File: src/rtl/lc3b_types.sv
// Shared LC-3b types used by the memory arbiter: the cache line type,
// the arbiter state encoding and the round-robin pick helper.
package lc3b_types;

    typedef logic [127:0] lc3b_line;

    localparam logic [1:0] ARB_IDLE    = 2'd0;
    localparam logic [1:0] ARB_GRANT_I = 2'd1;
    localparam logic [1:0] ARB_GRANT_D = 2'd2;

    typedef enum logic [1:0] {
        IDLE    = ARB_IDLE,
        GRANT_I = ARB_GRANT_I,
        GRANT_D = ARB_GRANT_D
    } lc3b_arb_state;

    // On a tie the side that did not finish last wins; last_d=1 favours I.
    function automatic lc3b_arb_state arb_pick(input logic i_req,
                                               input logic d_req,
                                               input logic last_d);
        lc3b_arb_state pick;
        pick = IDLE;
        if (i_req && d_req) begin
            pick = last_d ? GRANT_I : GRANT_D;
        end else if (i_req) begin
            pick = GRANT_I;
        end else if (d_req) begin
            pick = GRANT_D;
        end
        return pick;
    endfunction

endpackage

File: src/rtl/mem_arbiter_ctrl.sv
// Grant FSM for the shared memory port: arbitrates in IDLE, holds a grant
// until completion or abandon, and remembers which side finished last.
module mem_arbiter_ctrl
    import lc3b_types::*;
(
    input  logic          clk,
    input  logic          reset,
    input  logic          i_req,
    input  logic          d_req,
    input  logic          pmem_resp,
    output logic          grant_i,
    output logic          grant_d,
    output lc3b_arb_state state
);

    lc3b_arb_state state_q, state_d;
    logic          last_d_q, last_d_d;

    always_comb begin
        state_d  = state_q;
        last_d_d = last_d_q;
        case (state_q)
            IDLE: begin
                // pmem_resp is deliberately ignored here.
                state_d = arb_pick(i_req, d_req, last_d_q);
            end
            GRANT_I: begin
                if (pmem_resp) begin
                    state_d  = IDLE;
                    last_d_d = 1'b0;
                end else if (!i_req) begin
                    // Abandoned grant: fairness history stays as it was.
                    state_d = IDLE;
                end
            end
            GRANT_D: begin
                if (pmem_resp) begin
                    state_d  = IDLE;
                    last_d_d = 1'b1;
                end else if (!d_req) begin
                    state_d = IDLE;
                end
            end
            default: begin
                state_d = IDLE;
            end
        endcase
    end

    always_ff @(posedge clk or posedge reset) begin
        if (reset) begin
            state_q  <= IDLE;
            last_d_q <= 1'b1;
        end else begin
            state_q  <= state_d;
            last_d_q <= last_d_d;
        end
    end

    assign grant_i = (state_q == GRANT_I);
    assign grant_d = (state_q == GRANT_D);
    assign state   = state_q;

endmodule

File: src/rtl/mem_arbiter.sv
// Shares one physical-memory port between the I-cache and D-cache miss paths.
// Strobes depend only on registered grant state, never on pmem_resp.
module mem_arbiter
    import lc3b_types::*;
#(
    parameter int ADDR_WIDTH = 16,
    parameter int LINE_WIDTH = 128
) (
    input  logic                  clk,
    input  logic                  reset,
    input  logic                  i_read,
    input  logic [ADDR_WIDTH-1:0] i_address,
    output logic                  i_resp,
    output logic [LINE_WIDTH-1:0] i_rdata,
    input  logic                  d_read,
    input  logic                  d_write,
    input  logic [ADDR_WIDTH-1:0] d_address,
    input  logic [LINE_WIDTH-1:0] d_wdata,
    output logic                  d_resp,
    output logic [LINE_WIDTH-1:0] d_rdata,
    output logic                  pmem_read,
    output logic                  pmem_write,
    output logic [ADDR_WIDTH-1:0] pmem_address,
    output logic [LINE_WIDTH-1:0] pmem_wdata,
    input  logic [LINE_WIDTH-1:0] pmem_rdata,
    input  logic                  pmem_resp
);

    logic          grant_i;
    logic          grant_d;
    lc3b_arb_state arb_state;

    mem_arbiter_ctrl u_ctrl (
        .clk       (clk),
        .reset     (reset),
        .i_req     (i_read),
        .d_req     (d_read | d_write),
        .pmem_resp (pmem_resp),
        .grant_i   (grant_i),
        .grant_d   (grant_d),
        .state     (arb_state)
    );

    always_comb begin
        pmem_read    = 1'b0;
        pmem_write   = 1'b0;
        pmem_address = '0;
        pmem_wdata   = '0;
        case (arb_state)
            GRANT_I: begin
                pmem_read    = i_read;
                pmem_address = i_address;
            end
            GRANT_D: begin
                // A simultaneous read+write is illegal; the write wins.
                pmem_read    = d_read & ~d_write;
                pmem_write   = d_write;
                pmem_address = d_address;
                pmem_wdata   = d_wdata;
            end
            default: begin
            end
        endcase
    end

    assign i_resp  = grant_i & pmem_resp;
    assign d_resp  = grant_d & pmem_resp;
    assign i_rdata = pmem_rdata;
    assign d_rdata = pmem_rdata;

endmodule

File: config.mk
export PLATFORM = sky130hd
export DESIGN_NAME = mem_arbiter
export DESIGN_NICKNAME = d
export VERILOG_FILES = /design/src/rtl/lc3b_types.sv /design/src/rtl/mem_arbiter_ctrl.sv /design/src/rtl/mem_arbiter.sv
export SDC_FILE = /design/constraint.sdc
export NUM_CORES = 1
export LEC_CHECK = 0
export BUFFER_PORTS_ARGS = -buffer_cell sky130_fd_sc_hd__buf_2
export CORE_AREA = 10 10 260 262
export DETAILED_ROUTE_END_ITERATION = 8
export DIE_AREA = 0 0 270 272
export PLACE_DENSITY_LB_ADDON = 0.25
export SYNTH_ARGS = -nofsm -noshare
export SYNTH_HDL_FRONTEND = slang
export SYNTH_HIERARCHICAL = 1
export SYNTH_SLANG_ARGS = --single-unit
export TNS_END_PERCENT = 5
File: constraint.sdc
create_clock -name clk -period 2.35 [get_ports clk]
set_clock_uncertainty 0.1 [all_clocks]
set_input_delay 0.705 -clock clk [delete_from_list [all_inputs] [get_ports clk]]
set_output_delay 0.705 -clock clk [all_outputs]
set_load 0.05 [all_outputs]
Word level (Yosys, flattened, before mapping)
Cells that the tools add are included.
Storage, ports and cells
  memory bits (writable): 0
  bits in registers: 3
  bits in read-only memories: 0
  bits in latches: 0
  output and inout port bits: 404
  memories kept: 0
Operators by class
  divide/modulo/power cells: 0
  muxes and demuxes: 16
  reductions and logical operators: 5
  multipliers: 0
  bitwise gates (word level): 5
  equal/unequal tests: 6
  shift-type cells: 0
  magnitude comparators: 0
  add/subtract/negate cells: 0
Operators by type and width (count)
  $mux W128: 1
  $pmux W16 S2: 1
  $mux W2: 8
  $ne A3 B3 Y1 const B: 2
  $pmux W2 S3: 1
  $ne A2 B2 Y1 const B: 2
  $pmux W1 S2: 2
  $and A1 B1 Y1: 3
  $mux W1: 3
  $reduce_and A3 Y1: 1
  $eq A2 B1 Y1 const B: 1
  $eq A2 B2 Y1 const B: 1
  $logic_not A2 Y1: 1
  $reduce_and A2 Y1: 1
  $reduce_bool A2 Y1: 1
  $logic_and A1 B1 Y1: 1
  $not A1 Y1: 1
  $or A1 B1 Y1: 1

Longest topological paths before layout
Gate-level depths: netlist of run 1.
  word-level depth: 5
  depth in mapped cells: 6
  gate-level depth less buffers: 4

Cells and area by module
Netlist of run 1, hierarchy kept.
By module, submodules not included
  mem_arbiter: area each 3170.5 um^2, instances 1, cells each 447, sequential area each 0.0 um^2
  mem_arbiter_ctrl: area each 150.1 um^2, instances 1, cells each 17, sequential area each 76.3 um^2

Worst setup path before layout of run 1
No wires, ideal clock.
  path type: register to output
  from: register u_ctrl.state_q[1], in the netlist u_ctrl/state[1]
  to: output port pmem_read
  path buffers: 2
  cell stages (with the launch flop): 7
  data arrival time: 1703 ps
  path slack: -158 ps
  cell sequence: dfrtp_1 > inv_1 > ha_1 > buf_2 > buf_6 > nand2_1 > a21oi_1
Between the ends
  word-level cells in the longest chain between the ends: 2
  elaborated cells on any way between the ends: 3
Ends and longest elaborated chain
  start: declaration: line mem_arbiter_ctrl.sv:16  | lc3b_arb_state state_q, state_d;
  start signal: assignment: line mem_arbiter_ctrl.sv:55  | state_q <= state_d;
  $eq A2 B2 Y1 or $eq A2 B1 Y1 (tied branches): line mem_arbiter.sv:49  | case (arb_state)
  $pmux W1 S2 (*): line mem_arbiter.sv:49
  end: declaration: line mem_arbiter.sv:21  | output logic pmem_read,
Mark *: on every way between the ends. The rest lies on a longest branch, timed or not.

Worst setup path after layout of run 1
  from: register u_ctrl.state_q[1], in the netlist u_ctrl/state[1]
  to: output port pmem_wdata[35]
Between the ends
  word-level cells in the longest chain between the ends: 2
Ends and longest elaborated chain
  $eq A2 B2 Y1: line mem_arbiter.sv:49
  $mux W128: line mem_arbiter.sv:49
  end: declaration: line mem_arbiter.sv:24  | output logic [LINE_WIDTH-1:0] pmem_wdata,
Every way passes these cells.

==> results of run 1 <==
[power breakdown]
group / switching (W) / leakage (nW) / internal (W)
combinational: 0.00410 / 2.52 / 0.00310
sequential: 0.0000227 / 0.0358 / 0.0000801
clock: 0.0000435 / 0.0382 / 0.000224
total: 0.00417 / 2.59 / 0.00341
[sequential cells by signal, indices dropped and copies added, names as in the netlist]
signal           count
u_ctrl/state         2
u_ctrl/last_d_q      1
[area by class of cell]
type | count | share of cell area
Inverter | 4 | 0.00296
Multi-Input combinational cell | 181 | 0.231
Tap cell | 846 | 0.179
Sequential cell | 3 | 0.0129
Clock buffer | 4 | 0.0133
Timing Repair Buffer | 338 | 0.561
[synthesized netlist by cell type (all sizes together)]
master and number:
buf 273, and2 131, nor2 20, a22oi 16, inv 4, a21oi 3, clkbuf 3, nand2 3
dfrtp 2, ha 2, a211oi 1, and2b 1, and4bb 1, dfstp 1, nand2b 1, nand3b 1
or2 1
[path summary, 6_finish.rpt]
path                                 startpoint               to  slack (ns)  cells after the start
worst max-delay path            u_ctrl/state[1]   pmem_wdata[35]       -0.07                      6
worst min-delay path                      reset  u_ctrl/state[0]        0.25                      2
worst max register to register  u_ctrl/state[0]  u_ctrl/state[0]        1.13                      4
worst min register to register  u_ctrl/last_d_q  u_ctrl/last_d_q        0.45                      2
max in group asynchronous                 reset  u_ctrl/last_d_q        1.68                      2
min in group clk                u_ctrl/last_d_q  u_ctrl/last_d_q        0.45                      2
[cell families (layout without fill, tap and decap cells)]
logic type | after synthesis | after routing
AOI/OAI and AO/OA | 20 | 20
adders and majority gates | 2 | 2
buffers and inverters | 280 | 346
DFF | 3 | 3
and+or+nand+nor | 159 | 159
[routing by layer]
metal  track usage  share of wire
met1        0.0457           0.34
met2        0.0654           0.42
met3        0.0507           0.21
met4        0.0129          0.024
met5        0.0204          0.010
[stage by stage]
step / power (W) / utilization / std cells / TNS [ns] / hold slack, ns
CTS: 0.00671 / 0.0846 / 1367 / -3.68 / 0.251
global route: 0.00788 / 0.0945 / 1376 / -9.57 / 0.264
finish: 0.00758 / 0.0945 / 1376 / -3.57 / 0.249
global placement: 0.00492 / 0.0671 / 1354 / -0.116 / 0.441
detailed placement: 0.00490 / 0.0671 / 1354 / -0.569 / 0.443
floorplan: 0.00478 / - / 464 / -1.63 / 0.358
[worst max-delay path: cells and delay by family (launching register included)]
kind	cells	cell delay, ns
fa+ha+maj	1	0.19
flops	1	0.41
buf+inv	4	0.60
simple gates	1	0.16
[what timing repair did]
item                                    CTS  global route
gates cloned                              6             7
buffers inserted                          3             2
gates resized for setup                 265           134
pin swaps                                 0             7
endpoints found under the setup margin  133           118
hold buffers                              0             0
==> flow_metrics.tcl, run 1 <==
set metrics [dict create \
    ys_warn_count 6 \
    seq_area_frac_synth 0.0230 \
    worstMarginPinSlew_ns 0.262 \
    violations "setup timing" \
    root_buffer "clkbuf_16" \
    syn2layout_area_growth_pct 78.0 \
    yosys.area_share.xor_xnor 0 \
    gp_congestion 0.837 \
    seq_area_um2 76.3 \
    multi_input_area_mm2 0.00137 \
    post-route-period-util 1.03 \
    final_common_cell "buf_2" \
    synth_top_family_by_area "buffers and inverters" \
    io-pin-count 698 \
    cp.required_ns 1.54 \
    critPathMaxFanout 11 \
    timing.critical_path.cells "ha_4 > buf_12 > buf_12 > buf_16 > and2_4 > buf_8" \
    clock_sinks 3 \
    n_antenna_cell 0 \
    rows 92 \
    drive_gt1_frac 0.813 \
    synth.net_count 760 \
    vdd_drop_max_mv 0.581 \
    endpoint_kind "output port" \
    ctsLongestPathBuffers 2 \
    insertion_delay_ns 0.22 \
    synth_mux_area_frac 0 \
    place_ws_ns -0.0891 \
    numCtsBuffers 3 \
    worstPathArrival_ns 1.61 \
    via_count 3189 \
    setup_viol 106 \
    final_antenna_net_count 0 \
    dr.pass1.iters 4 \
    final_area_mm2 0.00591 \
    synthSimpleGateAreaFrac 0.285 \
    synth.distinct_cells 19 \
    syn_avg_cell_area_um2 7.16 \
    layout_min_cycle_time_ns 2.42 \
    synth_top_area_frac 0.579 \
    fmax_ghz 0.413 \
    hold_viol 0 \
    rsz0062_at_grt "true" \
    p_leak_nw 2.59 \
    pwr_density_cell_mw_per_mm2 1280 \
    grt_overflow_total 0 \
    path_clk_slew_ns 0.03 \
    finalNetCount 827 \
    netlist_area_mm2 0.00332 \
    die_y_um 272 \
    dieArea_mm2 0.0734 \
    drc 0 \
    grt_use_total 0.0474 \
    syn_inst 464 \
    drv_slew 0 \
    crit_top_cell "buf_12" \
    synth_top_cell_by_area "buf_4" \
    cap_violations 0 \
    cpPeakStageDelay_ns 0.41 \
    path_class "flop to output port" \
    die_w_um 270 \
    slew-limit-headroom 0.825 \
    setup_slack_ns -0.0686 \
    synth_area_leaders "buf_4 (58%), and2_1 (25%), buf_6 (5.1%)" \
    drtIter0Drc 86 \
    hold_path_class "input port to async pin" \
    synth_compound_area_frac 0.0430 \
    portBuffers 313 \
    vias_per_cell 2.32 \
    synth-seq-cells 3 \
    antenna_found_initial 4 \
    crit_slowest_cell "dfrtp_1" \
    hpwl_um 15500 \
    htree_levels 1 \
    nFillCells 7217 \
    core_mm2 0.0625 \
    grt_max_degree 26 \
    grt_pass1_wl_um 25900 \
    start_kind "flop" \
    grt_pass1_vias 3470 \
    wl_um 21500 \
    synth-adder-area-share 0.00754 \
    start_util 0.0531 \
    cts_tree "done" \
    final_cell_mix "buf_2 (167), and2_4 (75), and2_1 (56), buf_6 (56), buf_8 (56)" \
    outcome "finished with violations" \
    placed_area_mm2 0.00419 \
    wl_per_cell_um 15.6 \
]
Note: power is estimated with default switching activity, not from simulation.
==> run 2: changes to the inputs <==
--- a/config.mk
+++ b/config.mk
@@ -9,7 +9,7 @@
 export CORE_AREA = 10 10 260 262
 export DETAILED_ROUTE_END_ITERATION = 8
 export DIE_AREA = 0 0 270 272
-export PLACE_DENSITY_LB_ADDON = 0.25
+export PLACE_DENSITY = 0.3
 export SYNTH_ARGS = -nofsm -noshare
 export SYNTH_HDL_FRONTEND = slang
 export SYNTH_HIERARCHICAL = 1
==> run 2 against run 1 <==
The flow still finishes with violations (setup timing). Combinational power decreased by 9.4%. Worst hold slack worse by 0.0029 ns. Die area unchanged. Register-to-register slack about the same. Total power decreased by 8.8%. Clock power up 2%. Sequential cell count unchanged.
==> flow_metrics.tcl, run 2 (synthesis gave the netlist of run 1 again) <==
set metrics [dict create \
    outcome "finished with violations" \
    violations "setup timing" \
    r2r_cells 4 \
    cts_tree "done" \
    grt_use_total 0.0435 \
    grt_overflow_total 0 \
    path_class "flop to output port" \
    crit_path_end "pmem_address[9]" \
    htree_levels 1 \
    gp_congestion 0.830 \
    crit_top_cell "buf_12" \
    final_cell_mix "buf_2 (167), buf_6 (88), and2_1 (68)" \
    grt_pass1_vias 3359 \
    fmax_ghz 0.422 \
    setup_viol 8 \
    insertion_delay_ns 0.22 \
    hpwl_um 14700 \
    crit_slowest_cell "dfrtp_1" \
    wl_um 18800 \
    cap_violations 0 \
    cp.required_ns 1.54 \
    post-route-period-util 1.01 \
    finalPower_w 0.00691 \
    wl_per_cell_um 13.8 \
    slew-limit-headroom 0.827 \
    final_area_mm2 0.00559 \
    portBuffers 313 \
    worstPathArrival_ns 1.56 \
    grt_max_degree 48 \
    core_mm2 0.0625 \
    antenna_found_initial 1 \
    drc 0 \
    final_antenna_net_count 0 \
    critPathLaunch "u_ctrl/state[0]" \
    p_leak_nw 2.44 \
    drtIter0Drc 66 \
    rows 92 \
    drv_slew 0 \
    finalNetCount 816 \
    largest_register_ff_count 2 \
    die_w_um 270 \
    start_util 0.0531 \
    drive_gt1_frac 0.771 \
    dr.pass1.iters 4 \
    io-pin-count 698 \
    cpPeakStageDelay_ns 0.39 \
    vdd_drop_max_mv 0.438 \
    vias_per_cell 2.28 \
    r2r-start "u_ctrl/state[0]" \
    endpoint_kind "output port" \
    syn2layout_area_growth_pct 68.4 \
    ctsHoldBuffers 0 \
    start_kind "flop" \
    path_clk_slew_ns 0.03 \
    grt_pass1_wl_um 24100 \
    via_count 3115 \
    worstMarginPinSlew_ns 0.262 \
    hold_viol 0 \
    place_ws_ns 0.0489 \
    root_buffer "clkbuf_16" \
    pwr_density_cell_mw_per_mm2 1240 \
    numCtsBuffers 3 \
    ff2ff_setup_slack_ns 1.12 \
    rr_endpoint "u_ctrl/state[0]" \
    ctsLongestPathBuffers 2 \
    critPathMaxFanout 27 \
    die_y_um 272 \
    hold_path_class "input port to async pin" \
    layout_min_cycle_time_ns 2.37 \
    rsz0062_at_grt "true" \
    setup_slack_ns -0.0182 \
    n_antenna_cell 0 \
    timing.critical_path.cells "inv_2 > ha_4 > buf_12 > a22oi_1 > nor2_2 > buf_12" \
    clock_sinks 3 \
    final_common_cell "buf_2" \
    dieArea_mm2 0.0734 \
    placed_area_mm2 0.00424 \
]
==> run 2: changes by cell type in the layout (fill, tap and decap cells not counted), moves of 5 or more <==
cell	before	now
buf_4	22	5
buf_8	56	34
a22oi_1	11	16
and2_4	75	62
a22oi_2	5	0
buf_6	56	88
and2_1	56	68
==> run 2: cell type report <==
cell class | count | area, um^2
Fill cell | 7240 | 56900
Timing Repair Buffer | 327 | 3080
Multi-Input combinational cell | 181 | 1290
Tap cell | 846 | 1060
Clock buffer | 4 | 78.8
Sequential cell | 3 | 76.3
Inverter | 4 | 15.0
==> run 2: worst min-delay path by stage <==
stage | startpoint | depth (start not counted) | slack [ns] | end
2_1_floorplan | reset | 1 | 0.36 | u_ctrl/state[0]
5_1_grt | reset | 2 | 0.25 | u_ctrl/state[1]
3_3_place_gp | u_ctrl/last_d_q | 2 | 0.44 | u_ctrl/last_d_q
3_5_place_dp | u_ctrl/last_d_q | 2 | 0.44 | u_ctrl/last_d_q
4_1_cts | reset | 2 | 0.25 | u_ctrl/state[1]
6_report | reset | 2 | 0.25 | u_ctrl/state[1]
==> run 2: report_power, final <==
part	leakage, nW	internal [W]	switching [W]	total [W]
Combinational	2.36	0.00269	0.00384	0.00653
Sequential	0.0358	0.0000800	0.0000235	0.000104
Clock	0.0382	0.000224	0.0000483	0.000272
==> run 2: stage by stage <==
stage	TNS (ns)	util	instances	hold WS, ns
after floorplan	-1.63	-	464	0.358
after global placement	0	0.0679	1351	0.435
after detailed placement	0	0.0679	1351	0.442
after CTS	-2.87	0.0807	1360	0.248
after global routing	-6.65	0.0895	1365	0.254
final	-0.0795	0.0895	1365	0.246
==> run 2: layer usage <==
metal  vias up  global-route usage  routed length [um]
li1       1271                   -                   -
met1      1304              0.0444                6770
met2       512              0.0548                7250
met3        22              0.0473                4100
met4         6              0.0146                 439
met5         -              0.0204                 207
==> run 2: worst max-delay path, delay by kind of cell (launching register included) <==
family,cells,cell delay [ns]
buffers and inverters,3,0.43
flip-flops,1,0.39
adder cells (fa/ha/maj),1,0.21
AND/OR/NAND/NOR,1,0.15
AO/OA/AOI/OAI,1,0.12
==> run 2: what timing repair did <==
action                     in CTS  in global routing
gates resized for setup       209                141
gates cloned                    3                  4
buffers inserted                2                  1
pin swaps                       1                  4
setup endpoints to repair     146                145
